**config.mk**
```make
export PLATFORM = sky130hd
export DESIGN_NAME = tone_synth_poly
export DESIGN_NICKNAME = d
export VERILOG_FILES = /design/src/rtl/tone_synth_poly.sv
export SDC_FILE = /design/constraint.sdc
export NUM_CORES = 1
export LEC_CHECK = 0
export CAP_MARGIN = 25
export CORE_AREA = 2 2 155 81
export CTS_CLUSTER_DIAMETER = 120
export DETAILED_ROUTE_END_ITERATION = 8
export DIE_AREA = 0 0 157 83
export GPL_ROUTABILITY_DRIVEN = 0
export HOLD_SLACK_MARGIN = 0.06
export PLACE_DENSITY = 0.89
export SLEW_MARGIN = 5
export SYNTH_ARGS = -nofsm -noshare
export SYNTH_HDL_FRONTEND = slang
export SYNTH_SLANG_ARGS = --single-unit
```
**constraint.sdc**
```tcl
create_clock -name CLOCK_50 -period 10.25 [get_ports CLOCK_50]
set_clock_uncertainty 0.15 [all_clocks]
set_input_delay 2.05 -clock CLOCK_50 [delete_from_list [all_inputs] [get_ports CLOCK_50]]
set_output_delay 2.05 -clock CLOCK_50 [all_outputs]
set_load 0.02 [all_outputs]
```
**src/rtl/tone_synth_poly.sv**
```systemverilog
// Polyphonic square-wave tone generator with saturating stereo mix.
// Define TONE_SYNTH_DECAY_EN for per-voice plucked amplitude decay.
module tone_synth_poly #(
  parameter int NUM_VOICES = 3,
  parameter int DIV_W = 19,
  parameter int SAMPLE_W = 32,
  parameter logic [SAMPLE_W-1:0] AMP = 32'h2A000000,
  parameter int DECAY_SHIFT = 4,
  parameter int DECAY_DIV = 256
) (
  input  logic                        CLOCK_50,
  input  logic                        resetn,
  input  logic [NUM_VOICES-1:0]       voice_en,
  input  logic [NUM_VOICES*DIV_W-1:0] half_period,
  input  logic                        audio_in_available,
  input  logic                        audio_out_allowed,
  output logic                        read_audio_in,
  output logic                        write_audio_out,
  output logic [SAMPLE_W-1:0]         left_channel_audio_out,
  output logic [SAMPLE_W-1:0]         right_channel_audio_out
);

  localparam int MIX_W = SAMPLE_W + 3;
  localparam logic signed [MIX_W-1:0] SMAX =
    {4'b0000, {(SAMPLE_W-1){1'b1}}};
  localparam logic signed [MIX_W-1:0] SMIN =
    {4'b1111, {(SAMPLE_W-1){1'b0}}};

  if (NUM_VOICES < 1 || NUM_VOICES > 8 ||
      DECAY_SHIFT < 1 || DECAY_SHIFT >= SAMPLE_W ||
      DECAY_DIV < 1) begin : g_bad_cfg
    $error("tone_synth_poly: parameter out of range");
  end

  logic [DIV_W-1:0]      hp    [NUM_VOICES];
  logic [DIV_W-1:0]      cnt   [NUM_VOICES];
  logic [SAMPLE_W-1:0]   amp   [NUM_VOICES];
  logic [NUM_VOICES-1:0] phase;
  logic [NUM_VOICES-1:0] active;
  logic signed [MIX_W-1:0] mix;
  logic signed [MIX_W-1:0] sat;
  logic                  fire;
  logic [SAMPLE_W-1:0]   sample_q;

  always_comb begin
    for (int i = 0; i < NUM_VOICES; i++) begin
      hp[i]     = half_period[i*DIV_W +: DIV_W];
      active[i] = voice_en[i] && (hp[i] != '0);
    end
  end

  assign read_audio_in = audio_in_available & audio_out_allowed;
  assign fire = read_audio_in & (|voice_en);

  // >= rather than == so a shrinking half-period takes effect at once
  always_ff @(posedge CLOCK_50 or negedge resetn) begin
    if (!resetn) begin
      for (int i = 0; i < NUM_VOICES; i++) cnt[i] <= '0;
      phase <= '0;
    end else begin
      for (int i = 0; i < NUM_VOICES; i++) begin
        if (!active[i]) begin
          cnt[i]   <= '0;
          phase[i] <= 1'b0;
        end else if (cnt[i] >= hp[i] - DIV_W'(1)) begin
          cnt[i]   <= '0;
          phase[i] <= ~phase[i];
        end else begin
          cnt[i] <= cnt[i] + DIV_W'(1);
        end
      end
    end
  end

`ifdef TONE_SYNTH_DECAY_EN
  localparam int DC_W = (DECAY_DIV > 1) ? $clog2(DECAY_DIV) : 1;

  logic [DC_W-1:0]       dcnt;
  logic [NUM_VOICES-1:0] en_q;
  logic [SAMPLE_W-1:0]   amp_q [NUM_VOICES];
  logic                  dstep;

  assign dstep = fire && (dcnt == DC_W'(DECAY_DIV - 1));

  always_ff @(posedge CLOCK_50 or negedge resetn) begin
    if (!resetn) begin
      dcnt <= '0;
      en_q <= '0;
      for (int i = 0; i < NUM_VOICES; i++) amp_q[i] <= '0;
    end else begin
      en_q <= voice_en;
      if (fire) dcnt <= dstep ? '0 : dcnt + DC_W'(1);
      for (int i = 0; i < NUM_VOICES; i++) begin
        if (!voice_en[i]) begin
          amp_q[i] <= '0;
        end else if (!en_q[i]) begin
          amp_q[i] <= AMP;
        end else if (dstep) begin
          // tiny amplitudes would never shrink, so snap them to silence
          if ((amp_q[i] >> DECAY_SHIFT) == '0) amp_q[i] <= '0;
          else amp_q[i] <= amp_q[i] - (amp_q[i] >> DECAY_SHIFT);
        end
      end
    end
  end

  always_comb begin
    for (int i = 0; i < NUM_VOICES; i++) amp[i] = amp_q[i];
  end
`else
  always_comb begin
    for (int i = 0; i < NUM_VOICES; i++) amp[i] = AMP;
  end
`endif

  always_comb begin
    mix = '0;
    for (int i = 0; i < NUM_VOICES; i++) begin
      if (active[i]) begin
        if (phase[i]) mix = mix + $signed({3'b000, amp[i]});
        else          mix = mix - $signed({3'b000, amp[i]});
      end
    end
    if (mix > SMAX)      sat = SMAX;
    else if (mix < SMIN) sat = SMIN;
    else                 sat = mix;
  end

  always_ff @(posedge CLOCK_50 or negedge resetn) begin
    if (!resetn) begin
      sample_q        <= '0;
      write_audio_out <= 1'b0;
    end else begin
      write_audio_out <= fire;
      if (fire) sample_q <= sat[SAMPLE_W-1:0];
    end
  end

  assign left_channel_audio_out  = sample_q;
  assign right_channel_audio_out = sample_q;

endmodule

```
==> impl_metrics.ini, run 1 <==
[status]
status = finished clean

[timing]
slew_viol_final = 0
hold_viol = 0
rsz0062_at_grt = no
max_slew_margin = 0.419
fin_setup_tns_ns = 0
setup_ws_ns = 2.59
min_period_over_period = 0.747
tightest_slew_ns = 0.871
min_period_ns = 7.66
max_freq_mhz = 131
setup_viol = 0

[drt]
drt_iter0_drc = 487
dr.pass1.iters = 5
post_drt_wl_per_cell_um = 15.4
ant_nets = 0
routed_via_density = 5.63
drc = 0
vias = 5617
routed_wl_mm = 15.4

[floorplan]
die_h_um = 83
rows = 28
fp.dieW_um = 157
start_util = 0.561
ios = 130
core_um2 = 11600
die-area_um2 = 13000

[clock_tree]
cts_tree = yes
cts_root_buffer = clkbuf_16
post-cts-setup-buffer-count = 0
h-tree-depth = 3
clock_sinks = 69
clock_path_buffers = 2
numCtsBuffers = 9
ctsResizeCount = 0
insertion_delay_ns = 0.34
ctsHoldBuffers = 0
clk_pin_slew_ns = 0.05

[final_layout]
fillers = 901
final_cell_mix = clkdlybuf4s50_1, nor2_1, ha_1
antennaDiodeCount = 0
final_common_cell = clkdlybuf4s50_1
drive_gt1_frac = 0.0445
fin_nets = 966
fin_area_um2 = 7860
area_growth_pct = 20.8

[power_and_ir_drop]
total_power_mw = 1.22
vdd_drop_max_mv = 0.100
leakage_nw = 3.50
p_per_area_nw_per_um2 = 155

[global_route]
grt_max_degree = 70
grt_pass1_vias = 5049
antenna_found_initial = 0
grt_pass1_wl_mm = 25.3
grt_overflow = 0
groute.usage.overall = 0.239

[critical_path]
crit_required_ns = 10.30
crit_path_start_kind = input port
critPathMaxStageDelay_ns = 0.58
critPathCaptureType = flop
path_class = input port to flop
crit_arrival_ns = 7.70
crit_path_frequent_cell = a21o_1
cp_slowest_cell = or4_4
crit_fanout = 6
crit_chain = clkdlybuf4s50_1, inv_1, ha_1, or4b_4, or4_4, o21ai_4, nor2_1, fa_1, maj3_2, o21ai_1, a21o_1, ha_1, a21o_1, a21o_1, a21o_1, o41ai_1, a211o_1, a211oi_2, nand2b_4, or3b_1, o211ai_2, o22ai_1
reg2reg_depth = 16

[placement]
port_buffers = 129
place_ws_ns = 2.33
hpwlAfterDp_mm = 12.2
postPlaceCellArea_um2 = 7570

[synthesis]
synth.yosys.seq_area_share = 0.265
syn_inst = 754
synth_fp_nets = 893
synth-main-ff-cell = dfrtp_1
synth-edff-count = 0
synth_cell_types = 63
synthesis.area_um2 = 6510
yosys_warnings = 0
ys_seq_elements = 69
ys_async_sr_fraction = 1.00
avgSynthCellArea_um2 = 8.63

[min_path]
hold_class = flop to flop
hold_depth = 1

[job]
drv_cap = 0
==> cell type report <==
| class | instances | area, um^2 | area share |
|---|---|---|---|
| timing repair buffer | 132 | 1330 | 0.169 |
| clock inverter | 4 | 47.5 | 0.00605 |
| inverter | 24 | 90.1 | 0.0115 |
| tap | 165 | 206 | 0.0263 |
| sequential | 69 | 1730 | 0.220 |
| multi-input combinational | 591 | 4220 | 0.536 |
| clock buffer | 12 | 246 | 0.0313 |
==> sequential cells by signal, indices dropped and copies added (netlist names) <==
register and cells:
cnt 57, write_audio_out 1, left_channel_audio_out 8, phase 3
==> cell usage after synthesis (all sizes together) (2+ instances only) <==
cell type | instances | share of area
nor2 | 102 | 0.059
ha | 73 | 0.14
dfrtp | 69 | 0.27
xnor2 | 64 | 0.086
buf | 58 | 0.066
xor2 | 48 | 0.067
nand2 | 38 | 0.022
nand3 | 38 | 0.029
a21o | 25 | 0.029
inv | 24 | 0.014
a21oi | 22 | 0.017
and3 | 21 | 0.020
nor3 | 21 | 0.016
o21ai | 18 | 0.016
nor4 | 15 | 0.014
clkbuf | 12 | 0.0069
nand4 | 12 | 0.012
o22ai | 9 | 0.0086
nor2b | 8 | 0.0077
o21a | 8 | 0.0092
and2 | 7 | 0.0067
or3 | 7 | 0.0067
mux2 | 5 | 0.0086
nand2b | 5 | 0.0060
or4 | 5 | 0.0069
a211oi | 4 | 0.0054
o41ai | 4 | 0.0054
o211a | 3 | 0.0046
o211ai | 3 | 0.0042
a22oi | 2 | 0.0023
fa | 2 | 0.0062
mux2i | 2 | 0.0031
o31a | 2 | 0.0027
==> metal layers <==
layer	global-route usage	routed length, um	up-vias
met5	0	0	-
met4	0.0442	142	0
met3	0.0517	1260	18
met2	0.335	6160	238
met1	0.375	7790	2621
li1	-	-	2740
==> power breakdown <==
part / switching (mW) / internal (mW)
logic: 0.307 / 0.284
clock network: 0.113 / 0.194
registers: 0.0286 / 0.291
total: 0.448 / 0.770
==> worst max-delay path: cells and delay by family <==
family                   cells  cell delay (ns)
AO/OA/AOI/OAI               11             2.01
adder cells (fa/ha/maj)      4             1.30
buffers and inverters        2             0.54
AND/OR/NAND/NOR              5             1.80
==> final timing paths <==
path | from | end | slack (ns)
max | half_period[0] | left_channel_audio_out[30] | 2.59
min | cnt[0] | cnt[0] | 0.36
max reg2reg | phase[1] | left_channel_audio_out[30] | 5.90
min reg2reg | cnt[0] | cnt[0] | 0.36
max in group asynchronous | resetn | cnt[6] | 7.60
min in group asynchronous | resetn | cnt[15] | 1.76
==> through the flow <==
step	hold WS, ns	utilization	std cells
after floorplan	0.317	-	754
after global placement	0.340	0.650	980
after detailed placement	0.353	0.653	981
after CTS	0.360	0.678	997
after global routing	0.396	0.678	997
final	0.362	0.678	997
==> cells by family after synthesis <==
kind of cell | after synthesis | share of synthesized area
muxes | 7 | 0.0117
xor gates and xnor gates | 112 | 0.154
buffers and inverters | 94 | 0.0869
AOI/OAI and AO/OA | 110 | 0.119
DFF | 69 | 0.265
and+or+nand+nor | 286 | 0.216
adders and majority gates | 76 | 0.148
Power figures use the tool's default switching activity.
==> run 2: changes to the inputs <==
Settings changed: CORE_AREA 2 2 155 81 to 2 2 168 88, DIE_AREA 0 0 157 83 to 0 0 170 90, PLACE_DENSITY 0.89 to 0.8.
Clock period 10.25 ns to 6.55 ns, I/O delays scaled along.
==> impl_metrics.ini, run 2 (synthesis results as in run 1) <==
[final_layout]
largest_reg_flops = 57
largest-register = cnt
final_common_cell = clkdlybuf4s50_1
fin_nets = 996
antennaDiodeCount = 0
drive_gt1_frac = 0.0824
area_growth_pct = 24.9
final_cell_mix = clkdlybuf4s50_1, nor2_1, ha_1
fillers = 1225
fin_area_um2 = 8130

[global_route]
use_met1 = 0.323
antenna_found_initial = 1
grt_pass1_wl_mm = 25.5
grt_use_met2 = 0.273
grt-busiest-layer = met1
grt_max_degree = 70
grt_overflow = 0
grt_pass1_vias = 5150
groute.usage.overall = 0.202
use_met3 = 0.0445

[min_path]
hold_class = flop to flop

[job]
drv_cap = 0

[clock_tree]
cts_tree = yes
clock_path_buffers = 2
h-tree-depth = 3
insertion_delay_ns = 0.33
cts_root_buffer = clkbuf_16
numCtsBuffers = 9
ctsHoldBuffers = 0
clock_sinks = 69
clk_pin_slew_ns = 0.06

[drt]
post_drt_wl_per_cell_um = 14.3
drc = 0
ant_nets = 0
dr.pass1.iters = 5
vias = 5489
routed_wl_mm = 14.9
drt_iter0_drc = 409
routed_via_density = 5.26

[placement]
place_ws_ns = -0.120
postPlaceCellArea_um2 = 7800
port_buffers = 129
hpwlAfterDp_mm = 11.8

[status]
status = finished clean

[timing]
min_period_over_period = 0.964
slew_viol_final = 0
rsz0062_at_grt = yes
max_freq_mhz = 158
setup_ws_ns = 0.237
fin_hold_ws_ns = 0.361
min_period_ns = 6.31
setup_viol = 0
hold_viol = 0
max_slew_margin = 0.412
tightest_slew_ns = 0.882

[critical_path]
crit_chain = clkdlybuf4s50_1, inv_1, ha_1, or4b_4, or4_4, o21ai_4, nor2_1, fa_2, maj3_2, o21ai_2, a21o_1, ha_1, a21o_1, a21o_1, a21o_1, o41ai_1, a211o_1, a211oi_2, nand2b_4, or3b_1, o211ai_2, o22ai_1
crit_arrival_ns = 6.36
cp_slowest_cell = or4_4
crit_path_start_kind = input port
crit_path_frequent_cell = a21o_1
crit_required_ns = 6.60
critPathMaxStageDelay_ns = 0.55
crit_fanout = 6
critPathCaptureType = flop
path_class = input port to flop

[floorplan]
ios = 130
core_um2 = 14000
rows = 31
start_util = 0.466
fp.dieW_um = 170
die_h_um = 90
die-area_um2 = 15300

[power_and_ir_drop]
leakage_nw = 3.64
vdd_drop_max_mv = 0.170
p_per_area_nw_per_um2 = 240
-- run 2: cell count changes in the layout (fill, tap and decap cells not counted), sizes merged --
| cell | delta |
|---|---|
| buf | +30 |
-- run 2: final timing paths --
check / slack, ns / end / cells after the start / startpoint
max in group asynchronous: 4.65 / cnt[34] / 2 / resetn
worst min-delay path: 0.36 / cnt[38] / 1 / cnt[38]
worst max register to register: 2.32 / left_channel_audio_out[30] / 16 / phase[1]
min in group asynchronous: 1.02 / cnt[14] / 2 / resetn
worst min register to register: 0.36 / cnt[38] / 1 / cnt[38]
worst max-delay path: 0.24 / left_channel_audio_out[30] / 22 / half_period[0]
-- run 2: stage by stage --
| stage | power, mW | TNS (ns) | utilization | instances |
|---|---|---|---|---|
| finish | 1.95 | 0 | 0.583 | 1043 |
| global route | 2.06 | -0.0583 | 0.583 | 1043 |
| CTS | 1.94 | 0 | 0.580 | 1041 |
| detailed placement | 1.46 | -0.636 | 0.559 | 1025 |
| global placement | 1.43 | 0 | 0.557 | 1024 |
| floorplan | 1.17 | 0 | - | 754 |
-- run 2: layout make-up --
type | count | area (um^2) | area share
Multi-Input combinational cell | 591 | 4240 | 0.522
Sequential cell | 69 | 1730 | 0.212
Timing Repair Buffer | 162 | 1550 | 0.191
Clock buffer | 12 | 246 | 0.0303
Tap cell | 181 | 226 | 0.0278
Inverter | 24 | 90.1 | 0.0111
Clock inverter | 4 | 47.5 | 0.00585
-- run 2: critical path: cells and delay by family --
family,cells,cell delay [ns]
AOI/OAI and AO/OA,11,1.78
adders and majority gates,4,1.09
buffers and inverters,2,0.52
and+or+nand+nor,5,1.65
-- run 2: layer usage --
metal,vias up,wire length [um],part of all wire
met5,-,13,0.00087
met4,2,85,0.0057
met2,202,5660,0.38
li1,2807,-,-
met3,12,1040,0.070
met1,2466,8070,0.54
-- run 2: power by group --
group	switching [mW]	internal, mW
Combinational	0.488	0.481
Sequential	0.0450	0.456
Clock	0.176	0.304
Total	0.709	1.24
-- run 2: what timing repair did --
item / in CTS / in global routing
gates resized for setup: 0 / 5
endpoints found under the setup margin: 0 / 7
endpoints found under the hold margin: 0 / 0
setup buffers: 0 / 2
